**config.mk**
```make
export PLATFORM = sky130hd
export DESIGN_NAME = motor_cmd_master
export DESIGN_NICKNAME = d
export VERILOG_FILES = /design/src/rtl/motor_cmd_master_pkg.sv /design/src/rtl/motor_cmd_master_write_port.sv /design/src/rtl/motor_cmd_master.sv
export SDC_FILE = /design/constraint.sdc
export NUM_CORES = 1
export LEC_CHECK = 0
export CAP_MARGIN = 20
export CORE_MARGIN = 3
export CORE_UTILIZATION = 48
export DETAILED_ROUTE_END_ITERATION = 8
export PLACE_DENSITY = 0.76
export SKIP_LAST_GASP = 1
export SLEW_MARGIN = 20
export SYNTH_ARGS = -nofsm -noshare
export SYNTH_HDL_FRONTEND = slang
export SYNTH_SLANG_ARGS = --single-unit
```
**constraint.sdc**
```tcl
create_clock -name clk -period 2.6 [get_ports clk]
set_clock_uncertainty 0.15 [all_clocks]
set_input_delay 0.78 -clock clk [delete_from_list [all_inputs] [get_ports clk]]
set_output_delay 0.78 -clock clk [all_outputs]
set_load 0.01 [all_outputs]
```
**src/rtl/motor_cmd_master_pkg.sv**
```systemverilog
// Shared register map, control bit positions, FSM states and request record for the motor command master.
// Helper functions turn one channel's request into the high-duration and control words.
package motor_pkg;

    localparam logic [1:0] REG_TOTAL_DUR = 2'd0;
    localparam logic [1:0] REG_HIGH_DUR  = 2'd1;
    localparam logic [1:0] REG_CONTROL   = 2'd2;

    localparam int CTRL_GO         = 0;
    localparam int CTRL_FWD        = 1;
    localparam int CTRL_FAST_DECAY = 2;

    typedef enum logic [1:0] {
        S_INIT,
        S_SCAN,
        S_WR_HIGH,
        S_WR_CTRL
    } state_t;

    // speed is carried at 32 bits so the record is independent of SPEED_W
    typedef struct packed {
        logic        brake;
        logic        run;
        logic        dir;
        logic [31:0] speed;
    } motor_req_t;

    function automatic logic [31:0] high_dur(motor_req_t r, logic [31:0] period);
        if (r.brake)
            return '0;
        else if (r.speed > period)
            return period;
        else
            return r.speed;
    endfunction

    function automatic logic [31:0] ctrl_word(motor_req_t r);
        logic [31:0] w;
        w                  = '0;
        w[CTRL_GO]         = r.run;
        w[CTRL_FWD]        = r.dir;
        w[CTRL_FAST_DECAY] = r.brake;
        return w;
    endfunction

endpackage

```
**src/rtl/motor_cmd_master_write_port.sv**
```systemverilog
// Avalon-MM write-only port: a one-cycle req_vld loads address/data; done pulses with the completing edge.
// Latency: cs rises the cycle after req_vld; waitrequest stalls with address/data held; a req at done reloads back-to-back.
module avmm_write_port #(
    parameter int ADDR_W = 3
) (
    input  logic              clk,
    input  logic              reset,
    input  logic              req_vld,
    input  logic [ADDR_W-1:0] req_addr,
    input  logic [31:0]       req_dat,
    input  logic              waitrequest,
    output logic              cs,
    output logic              write,
    output logic [ADDR_W-1:0] address,
    output logic [31:0]       writedata,
    output logic              done
);

    assign done = cs & write & ~waitrequest;

    always_ff @(posedge clk) begin
        if (reset) begin
            cs        <= 1'b0;
            write     <= 1'b0;
            address   <= '0;
            writedata <= '0;
        end else if (req_vld && (!cs || done)) begin
            cs        <= 1'b1;
            write     <= 1'b1;
            address   <= req_addr;
            writedata <= req_dat;
        end else if (done) begin
            cs    <= 1'b0;
            write <= 1'b0;
        end
    end

endmodule

```
**src/rtl/motor_cmd_master.sv**
```systemverilog
// Programs PWM period on every channel, then rescans and rewrites high duration + control on request change.
// Build option MOTOR_BRAKE_EN adds a per-channel brake input (fast decay, forces high duration to 0).
import motor_pkg::*;

module motor_cmd_master #(
    parameter int NUM_CH  = 2,
    parameter int SPEED_W = 16,
    parameter int PERIOD  = 7000,
    localparam int CH_W   = (NUM_CH > 1) ? $clog2(NUM_CH) : 1,
    localparam int ADDR_W = CH_W + 2
) (
    input  logic                      clk,
    input  logic                      reset,
    input  logic [NUM_CH-1:0]         run,
    input  logic [NUM_CH-1:0]         dir,
`ifdef MOTOR_BRAKE_EN
    input  logic [NUM_CH-1:0]         brake,
`endif
    input  logic [NUM_CH*SPEED_W-1:0] speed,
    output logic                      s_cs,
    output logic [ADDR_W-1:0]         s_address,
    output logic                      s_write,
    output logic                      s_read,
    output logic [31:0]               s_writedata,
    input  logic                      waitrequest,
    output logic                      init_done,
    output logic                      busy
);

    localparam logic [31:0] PERIOD_W = 32'(PERIOD);

    state_t            state;
    logic [CH_W-1:0]   ch;
    logic [CH_W-1:0]   next_ch;
    logic              pend;
    logic              wr_req_vld;
    logic [ADDR_W-1:0] wr_req_addr;
    logic [31:0]       wr_req_dat;
    logic              wr_done;
    logic [NUM_CH-1:0] valid;
    motor_req_t        shadow [NUM_CH];
    motor_req_t        hold;
    motor_req_t        cur;

    always_comb begin
        cur       = '0;
        cur.run   = run[ch];
        cur.dir   = dir[ch];
        cur.speed = 32'(speed[ch*SPEED_W +: SPEED_W]);
`ifdef MOTOR_BRAKE_EN
        cur.brake = brake[ch];
`endif
    end

    assign next_ch = (ch == CH_W'(NUM_CH - 1)) ? '0 : ch + 1'b1;

    // pend marks a write handed to the port; its done pulse advances the state
    always_ff @(posedge clk) begin
        if (reset) begin
            state       <= S_INIT;
            ch          <= '0;
            pend        <= 1'b0;
            wr_req_vld  <= 1'b0;
            wr_req_addr <= '0;
            wr_req_dat  <= '0;
            init_done   <= 1'b0;
            valid       <= '0;
            hold        <= '0;
            for (int i = 0; i < NUM_CH; i++) shadow[i] <= '0;
        end else begin
            wr_req_vld <= 1'b0;
            case (state)
                S_INIT: begin
                    if (!pend) begin
                        wr_req_vld  <= 1'b1;
                        wr_req_addr <= {ch, REG_TOTAL_DUR};
                        wr_req_dat  <= PERIOD_W;
                        pend        <= 1'b1;
                    end else if (wr_done) begin
                        pend <= 1'b0;
                        ch   <= next_ch;
                        if (ch == CH_W'(NUM_CH - 1)) begin
                            init_done <= 1'b1;
                            state     <= S_SCAN;
                        end
                    end
                end
                S_SCAN: begin
                    if (!valid[ch] || cur != shadow[ch]) begin
                        hold  <= cur;
                        state <= S_WR_HIGH;
                    end else begin
                        ch <= next_ch;
                    end
                end
                S_WR_HIGH: begin
                    if (!pend) begin
                        wr_req_vld  <= 1'b1;
                        wr_req_addr <= {ch, REG_HIGH_DUR};
                        wr_req_dat  <= high_dur(hold, PERIOD_W);
                        pend        <= 1'b1;
                    end else if (wr_done) begin
                        pend  <= 1'b0;
                        state <= S_WR_CTRL;
                    end
                end
                S_WR_CTRL: begin
                    if (!pend) begin
                        wr_req_vld  <= 1'b1;
                        wr_req_addr <= {ch, REG_CONTROL};
                        wr_req_dat  <= ctrl_word(hold);
                        pend        <= 1'b1;
                    end else if (wr_done) begin
                        pend       <= 1'b0;
                        shadow[ch] <= hold;
                        valid[ch]  <= 1'b1;
                        ch         <= next_ch;
                        state      <= S_SCAN;
                    end
                end
                default: state <= S_INIT;
            endcase
        end
    end

    avmm_write_port #(.ADDR_W(ADDR_W)) u_wr (
        .clk         (clk),
        .reset       (reset),
        .req_vld     (wr_req_vld),
        .req_addr    (wr_req_addr),
        .req_dat     (wr_req_dat),
        .waitrequest (waitrequest),
        .cs          (s_cs),
        .write       (s_write),
        .address     (s_address),
        .writedata   (s_writedata),
        .done        (wr_done)
    );

    assign s_read = 1'b0;
    assign busy   = s_cs;

endmodule
```
==> results of run 1 <==
==> per-stage QoR <==
step / cell area, µm² / hold slack (ns) / instances
after CTS: 6250 / 0.314 / 722
after detailed placement: 5820 / 0.296 / 689
final: 6430 / 0.309 / 732
after global placement: 5820 / 0.278 / 689
after floorplan: 4960 / 0.271 / 499
after global routing: 6430 / 0.334 / 732
==> sequential cells by signal, indices dropped and copies added (netlist names), named ones only <==
register and cells:
init_done 1, shadow 36, state 2, wr_req_vld 1, ch 1, u_wr.address 3
wr_req_dat 16, u_wr.cs 1, pend 1, hold 18, u_wr.writedata 16, valid 2
wr_req_addr 3
==> how the worst min path moves through the flow <==
stage	slack, ns	cells after the start	endpoint
final	0.31	2	u_wr.address[1]
after global routing	0.33	2	u_wr.address[1]
after CTS	0.31	2	u_wr.writedata[13]
after detailed placement	0.30	1	valid[0]
after global placement	0.28	1	valid[0]
after floorplan	0.27	1	valid[1]
==> worst min-delay path, cell delays in order (launching register included) <==
cell and delay, ns:
dfxtp_1 0.32, nand2_1 0.05, a21oi_1 0.05
==> final cells by class <==
class	instances	area (µm²)	share of cell area [%]
Clock inverter	7	68.8	1.07
Tap cell	133	166	2.59
Clock buffer	9	124	1.93
Sequential cell	102	2410	37.4
Timing Repair Buffer	131	1250	19.5
Inverter	11	41.3	0.642
Multi-Input combinational cell	339	2370	36.8
==> cells by family (layout without fill, tap and decap cells) <==
group / Yosys count / in the layout / synth area share [%]
muxes: 58 / 58 / 13.1
and+or+nand+nor: 183 / 183 / 18.7
DFF: 102 / 102 / 49.0
xor gates and xnor gates: 18 / 18 / 3.21
AOI/OAI and AO/OA: 58 / 58 / 7.55
other: 1 / 17 / 0.0765
buffers and inverters: 58 / 158 / 7.09
adders and majority gates: 5 / 5 / 1.28
==> synthesized netlist by cell type, types with 2 or more instances <==
master    instances
buf_4            20
a22oi_1           4
buf_1             3
a211oi_1          6
nand4_1           7
nor4_1           12
mux2i_1          38
mux2_4           10
nor2_1           45
or2_2             3
nor2b_1          14
nand2_1          52
xnor2_1          15
clkbuf_1         19
xor2_1            3
nand3_1           2
a31oi_1           3
and2_1           29
nor3_1            9
edfxtp_1         36
buf_6             3
inv_1            11
o21ai_0           2
mux2_2           10
and3_1            4
ha_1              5
a21o_1            4
dfxtp_1          66
buf_12            2
a221oi_1          2
a21oi_1          30
==> layer usage <==
metal	GRT usage [%]	part of all wire, %	wire (µm)
met1	27.8	43	5340
met2	36.9	50	6240
met3	3.85	5.7	714
met4	6.85	2.0	248
met5	0	0	0
==> where the power goes <==
group	switching (mW)	internal, mW
Sequential	0.108	1.77
Combinational	0.550	0.568
Clock	0.598	0.371
Total	1.26	2.71
==> what timing repair did <==
action / CTS / global route
hold buffers: 0 / 0
hold endpoints to repair: 0 / 0
gates resized for setup: 39 / 24
setup endpoints to repair: 20 / 22
buffers inserted: 17 / 9
cloned: 1 / 1
pin swaps: 15 / 13
==> metrics.yaml, run 1 <==
job:
  cap_violations: 0
critical_path:
  crit_family: "simple AND/OR/NAND/NOR gates"
  rr_startpoint: "ch"
  crit_chain: "dlygate4sd2_1 > mux2i_2 > xnor2_1 > nand4_1 > nor4_4 > buf_4 > a32oi_4 > mux2_4"
  r2r-end: "state[0]"
  cp-startpoint: "speed[2]"
  worst-path-buf-inv: 2
  worstRegToRegCells: 8
  path_max_fanout: 2
  reg2reg_slack_ns: 0
  crit_type: "in2reg"
  arrival_ns: 2.73
  cp_slowest_stage_delay_ns: 0.40
  end_kind: "flop"
  worstSetupPathDepth: 8
  cp-start-kind: "primary input"
  worstPathRequired_ns: 2.71
  crit_path_end: "state[0]"
  crit_slowest_cell: "nor4_4"
timing:
  period_share_pct: 101
  worst_pin_slew_ns: 0.641
  setup_viol: 7
  worst_slack_ns: -0.0178
  max_slew_margin_pct: 57.3
  setup_tns_ns: -0.0509
  fmax_ghz: 0.382
  final_hold_viol_count: 0
  rsz0062_at_grt: "yes"
  slew_violations: 0
  fin_crit_ns: 2.62
route:
  wl_mm: 12.5
  firstDrtPassIters: 6
  wl_per_cell_um: 17.1
  via_per_inst: 5.30
  dr_total_vias: 3880
  antenna_left: 0
  drcViolationCount: 0
  drt_iter0_drc: 254
synth:
  synth_edf_count: 36
  ys.flop_type: "dfxtp_1"
  syn_avg_cell_area_um2: 10.2
  async_flop_share_pct: 0
  syn_area_um2: 4900
  synth_cells: 483
  ys_warn_count: 0
  ys_top_cells_by_area: "dfxtp_1, edfxtp_1, mux2i_1"
  ys_seq_elements: 102
  yosys.area.top_type_share_pct: 26.9
  synth_cell_type_count: 45
  synth_top_cell_by_area: "dfxtp_1"
  ys_seq_area_share_pct: 49.0
global_route:
  grt_pass1_wl_mm: 19.6
  overflow: 0
  grt_max_degree: 45
  grt.total_usage_pct: 21.6
  antenna_found_initial: 0
  grt_pass1_vias: 3901
placement:
  pre_cts_ws_ns: -0.521
  hpwlAfterDp_mm: 8.19
  port_buffers: 61
  gp_congestion: 0.847
cells_and_area:
  final_cell_mix: "dfxtp_1, buf_4, nand2_1"
  fin_util_pct: 65.2
  area_delta_synth_final_pct: 31.0
  fillCellCount: 754
  final_layout_size_suffix_gt1_share_pct: 22.7
  final_common_cell: "dfxtp_1"
  diodes: 0
  nets: 638
floorplanning:
  die-height_um: 107
  die_area_um2: 11500
  rows: 36
  core_area_um2: 9860
  fp.dieW_um: 107
  initial_core_util_pct: 49.7
  pin_count: 79
cts:
  cts_sinks: 102
  cts_buffer_depth: 2
  cts_tree: "done"
  htreeDepth: 3
  worstSkewPairLatency_ns: 0.37
  cts.clk_slew.worst_paths_ns: 0.10
  cts_root_buffer: "clkbuf_8"
  cts_buffers: 9
power:
  power_density_nw_per_um2: 618
  irDropWorstVdd_mv: 0.343
  leakage_nw: 2.60
  totalPowerFinal_mw: 3.97
status:
  violations: "setup timing"
  status: "finished, violations left"
hold_path:
  min_from: "wr_req_addr[1]"
  hold_class: "reg2reg"
Note: power is estimated with default switching activity, not from simulation.
==> inputs of run 2 (changes only) <==
--- a/config.mk
+++ b/config.mk
@@ -9,7 +9,9 @@
 export CORE_MARGIN = 3
 export CORE_UTILIZATION = 48
 export DETAILED_ROUTE_END_ITERATION = 8
+export GPL_TIMING_DRIVEN = 0
 export PLACE_DENSITY = 0.76
+export REMOVE_ABC_BUFFERS = 1
 export SKIP_LAST_GASP = 1
 export SLEW_MARGIN = 20
 export SYNTH_ARGS = -nofsm -noshare
==> metrics.yaml, run 2 (synthesis gave the netlist of run 1 again) <==
route:
  via_per_inst: 5.42
  antenna_left: 0
  drcViolationCount: 0
  firstDrtPassIters: 5
  met2_length_mm: 6.09
  routed.top_layer: "met4"
  drt_iter0_drc: 310
  wl_mm: 12.2
  dr_total_vias: 3883
  wl_met3_um: 719
  wl_per_cell_um: 17.0
  drt-met1-wl_mm: 5.00
hold_path:
  hold_class: "reg2reg"
  min_from: "u_wr.writedata[7]"
  hold_end: "u_wr.writedata[7]"
  min_path_cells: 2
timing:
  period_share_pct: 99.6
  max_slew_margin_pct: 35.4
  setup_viol: 0
  final_hold_viol_count: 0
  fmax_ghz: 0.386
  slew_violations: 0
  fin_crit_ns: 2.59
  worst_pin_slew_ns: 0.969
  rsz0062_at_grt: "yes"
power:
  leakage_nw: 2.55
  irDropWorstVdd_mv: 0.318
  power_density_nw_per_um2: 628
global_route:
  antenna_found_initial: 0
  grt_pass1_wl_mm: 17.9
  grt_max_degree: 55
  grt.total_usage_pct: 19.8
  grt_pass1_vias: 3574
  overflow: 0
placement:
  port_buffers: 61
  post_dp_cell_area_um2: 5500
  place_inst: 648
  hpwlAfterDp_mm: 7.21
  gp_congestion: 0.819
critical_path:
  reg2reg_slack_ns: 0.01
  arrival_ns: 2.70
  crit_family: "simple AND/OR/NAND/NOR gates"
  worstRegToRegCells: 8
  crit_slowest_cell: "dfxtp_4"
  crit_type: "reg2reg"
  rr_startpoint: "ch"
  cp_slowest_stage_delay_ns: 0.42
  end_kind: "flop"
  path_max_fanout: 7
  worst-path-buf-inv: 2
  crit_path_frequent_cell: "buf_12"
  r2r-end: "hold[4]"
  worstPathRequired_ns: 2.71
  cp-start-kind: "flop"
  crit_chain: "buf_12 > mux2i_2 > xnor2_1 > nand4_1 > nor4_4 > a21boi_4 > buf_12 > mux2_4"
cells_and_area:
  top_regs: "shadow: 36 flops, hold: 18 flops"
  largest_register_ffs: 36
  final_cells: 716
  finalInstanceArea_um2: 6450
  fin_util_pct: 65.4
  final_layout_size_suffix_gt1_share_pct: 23.7
  diodes: 0
  area_delta_synth_final_pct: 31.6
  nets: 622
  final_cell_mix: "dfxtp_1, nand2_1, buf_4"
  largest_register: "shadow"
  final_common_cell: "dfxtp_1"
cts:
  cts_buffer_depth: 2
  worstSkewPairLatency_ns: 0.38
  cts_tree: "done"
  htreeDepth: 3
  cts.clk_slew.worst_paths_ns: 0.10
  cts_root_buffer: "clkbuf_8"
  cts_buffers: 9
  cts_sinks: 102
  cts_hold_buf: 0
floorplanning:
  die_area_um2: 11500
  rows: 36
  core_area_um2: 9860
  pin_count: 79
  initial_core_util_pct: 49.7
  die-height_um: 107
  fp.dieW_um: 107
status:
  status: "finished clean"
job:
  cap_violations: 0
run 2: worst max path at each step:
stage,start,to,slack [ns],cells after the start
floorplan,ch,shadow[1][0],-0.32,3
global placement,reset,shadow[0][9],-3.66,5
detailed placement,waitrequest,shadow[1][9],-0.97,4
CTS,speed[22],hold[4],-0.02,8
global route,flop,hold[5],-0.06,8
finish,ch,hold[4],0.01,8
run 2: repair_timing:
| action | in CTS | in global routing |
|---|---|---|
| endpoints found under the setup margin | 69 | 32 |
| hold endpoints to repair | 0 | 0 |
| pin swaps | 22 | 9 |
| gates resized for setup | 56 | 30 |
| cloned | 1 | 1 |
| buffers inserted | 28 | 22 |
run 2: where the power goes:
group          leakage (nW)  total (mW)  switching [mW]  internal, mW
combinational          1.52        1.11           0.551         0.556
clock                 0.113        1.06           0.585         0.480
sequential            0.909        1.88           0.108          1.77
run 2: cell type report:
type                    count  area, µm²
clock buffers              11        174
clock inverters             5       41.3
fillers                   712       3410
inverters                  11       41.3
multi-input cells         339       2510
flip-flops and latches    102       2410
well taps                 133        166
repair buffers            115       1100
run 2: worst min-delay path, stage by stage (launching register included):
cell	delay, ns
dfxtp_1	0.32
nand2_1	0.05
a21oi_1	0.05
run 2: metrics by stage:
| step | hold slack [ns] | power, mW | TNS [ns] | worst slack, ns |
|---|---|---|---|---|
| 5_1_grt | 0.325 | 4.22 | -0.740 | -0.0605 |
| 3_3_place_gp | 0.278 | 2.69 | -319.99 | -3.66 |
| 4_1_cts | 0.309 | 3.93 | -0.0819 | -0.0215 |
| 6_report | 0.307 | 4.05 | 0 | 0.0115 |
| 3_5_place_dp | 0.295 | 2.73 | -59.51 | -0.974 |
| 2_1_floorplan | 0.271 | 2.43 | -12.82 | -0.316 |
run 2: routing by layer:
| layer | track usage (%) | vias up |
|---|---|---|
| met5 | 0 | - |
| met4 | 7.49 | 0 |
| met3 | 3.55 | 32 |
| met2 | 32.9 | 137 |
| met1 | 25.7 | 1889 |
| li1 | - | 1825 |
==> inputs of run 3 (changes only) <==
--- a/config.mk
+++ b/config.mk
@@ -5,7 +5,7 @@
 export SDC_FILE = /design/constraint.sdc
 export NUM_CORES = 1
 export LEC_CHECK = 0
-export CAP_MARGIN = 20
+export CAP_MARGIN = 25
 export CORE_MARGIN = 3
 export CORE_UTILIZATION = 48
 export DETAILED_ROUTE_END_ITERATION = 8
@@ -13,7 +13,6 @@
 export PLACE_DENSITY = 0.76
 export REMOVE_ABC_BUFFERS = 1
 export SKIP_LAST_GASP = 1
-export SLEW_MARGIN = 20
 export SYNTH_ARGS = -nofsm -noshare
 export SYNTH_HDL_FRONTEND = slang
 export SYNTH_SLANG_ARGS = --single-unit
==> metrics.yaml, run 3 (synthesis gave the netlist of run 1 again) <==
critical_path:
  cp-start-kind: "primary input"
  crit_type: "in2reg"
  crit_chain: "dlygate4sd2_1 > mux2i_4 > xnor2_1 > nand4_1 > nor4_4 > a21boi_4 > buf_8 > mux2_4"
  crit_slowest_cell: "nor4_4"
  reg2reg_slack_ns: 0.04
  cp_slowest_stage_delay_ns: 0.46
  worstPathRequired_ns: 2.70
  r2r-end: "hold[4]"
  worstRegToRegCells: 8
  rr_startpoint: "ch"
  path_max_fanout: 8
  end_kind: "flop"
  arrival_ns: 2.68
route:
  wl_mm: 11.4
  wl_per_cell_um: 16.3
  drt_iter0_drc: 233
  via_per_inst: 5.35
  drcViolationCount: 0
  firstDrtPassIters: 6
  antenna_left: 0
  dr_total_vias: 3748
floorplanning:
  fp.dieW_um: 107
  initial_core_util_pct: 49.7
  rows: 36
  die-height_um: 107
  die_area_um2: 11500
  core_area_um2: 9860
  pin_count: 79
global_route:
  grt_pass1_wl_mm: 17.6
  grt_max_degree: 55
  overflow: 0
  grt_pass1_vias: 3553
  antenna_found_initial: 0
  grt.total_usage_pct: 19.3
status:
  status: "finished clean"
cells_and_area:
  final_common_cell: "dfxtp_1"
  fin_util_pct: 63.5
  final_layout_size_suffix_gt1_share_pct: 20.3
  fillCellCount: 766
  nets: 606
  area_delta_synth_final_pct: 27.7
  final_cell_mix: "dfxtp_1, nand2_1, nor2_1"
  diodes: 0
  largest_register_ffs: 36
  top_regs: "shadow: 36 flops, hold: 18 flops"
  largest_register: "shadow"
  finalInstanceArea_um2: 6260
  final_cells: 700
timing:
  setup_tns_ns: 0
  fin_crit_ns: 2.58
  fmax_ghz: 0.388
  worst_pin_slew_ns: 0.694
  max_slew_margin_pct: 53.7
  whs_ns: 0.308
  worst_slack_ns: 0.0221
  setup_viol: 0
  final_hold_viol_count: 0
  slew_violations: 0
  period_share_pct: 99.1
  rsz0062_at_grt: "yes"
cts:
  cts_buffer_depth: 2
  cts_hold_buf: 0
  cts_sinks: 102
  cts_tree: "done"
  htreeDepth: 3
  cts.clk_slew.worst_paths_ns: 0.10
  cts_buffers: 9
  cts_root_buffer: "clkbuf_8"
  worstSkewPairLatency_ns: 0.37
placement:
  pre_cts_ws_ns: -0.944
  hpwlAfterDp_mm: 7.20
  port_buffers: 61
  post_dp_cell_area_um2: 5480
  place_inst: 651
  gp_congestion: 0.819
power:
  power_density_nw_per_um2: 629
  leakage_nw: 2.46
  totalPowerFinal_mw: 3.94
  irDropWorstVdd_mv: 0.387
hold_path:
  min_path_cells: 2
  min_from: "wr_req_addr[1]"
  hold_end: "u_wr.address[1]"
  hold_class: "reg2reg"
job:
  cap_violations: 0
-- run 3: how the worst max path moves through the flow --
stage,from,endpoint,slack (ns),cells after the start
3_3_place_gp,reset,shadow[0][9],-3.66,5
2_1_floorplan,ch,shadow[1][0],-0.32,3
5_1_grt,ch,hold[4],-0.03,8
6_report,speed[8],hold[4],0.02,8
4_1_cts,speed[6],hold[4],0.006,8
3_5_place_dp,reset,shadow[1][3],-0.94,6
-- run 3: report_power, final --
group	switching [mW]	internal, mW	total, mW	leakage [nW]
clock network	0.571	0.480	1.05	0.113
registers	0.0996	1.77	1.87	0.909
logic	0.527	0.490	1.02	1.44
-- run 3: area by class of cell --
class | instances | area, µm² | area share (%)
Tap cell | 133 | 166 | 2.66
Clock inverter | 5 | 41.3 | 0.659
Sequential cell | 102 | 2410 | 38.5
Multi-Input combinational cell | 339 | 2430 | 38.7
Inverter | 11 | 45.0 | 0.719
Clock buffer | 11 | 174 | 2.78
Timing Repair Buffer | 99 | 1000 | 16.0
-- run 3: timing repair --
action | 4_1_cts | 5_1_grt
setup buffers | 25 | 8
resized for setup | 59 | 23
pin swaps | 18 | 9
hold endpoints to repair | 0 | 0
endpoints found under the setup margin | 71 | 66
-- run 3: per-layer routing --
layer	vias up	part of all wire, %	GRT usage, %
met2	122	51	32.8
li1	1793	-	-
met4	0	2.3	5.66
met3	20	4.9	3.73
met5	-	0	0
met1	1813	42	24.9
-- run 3: worst max-delay path: cells and delay by family --
| kind | cells | cell delay [ns] |
|---|---|---|
| multiplexers | 2 | 0.48 |
| XOR/XNOR | 1 | 0.15 |
| AND/OR/NAND/NOR | 2 | 0.69 |
| buffers and inverters | 2 | 0.43 |
| AO/OA/AOI/OAI | 1 | 0.13 |
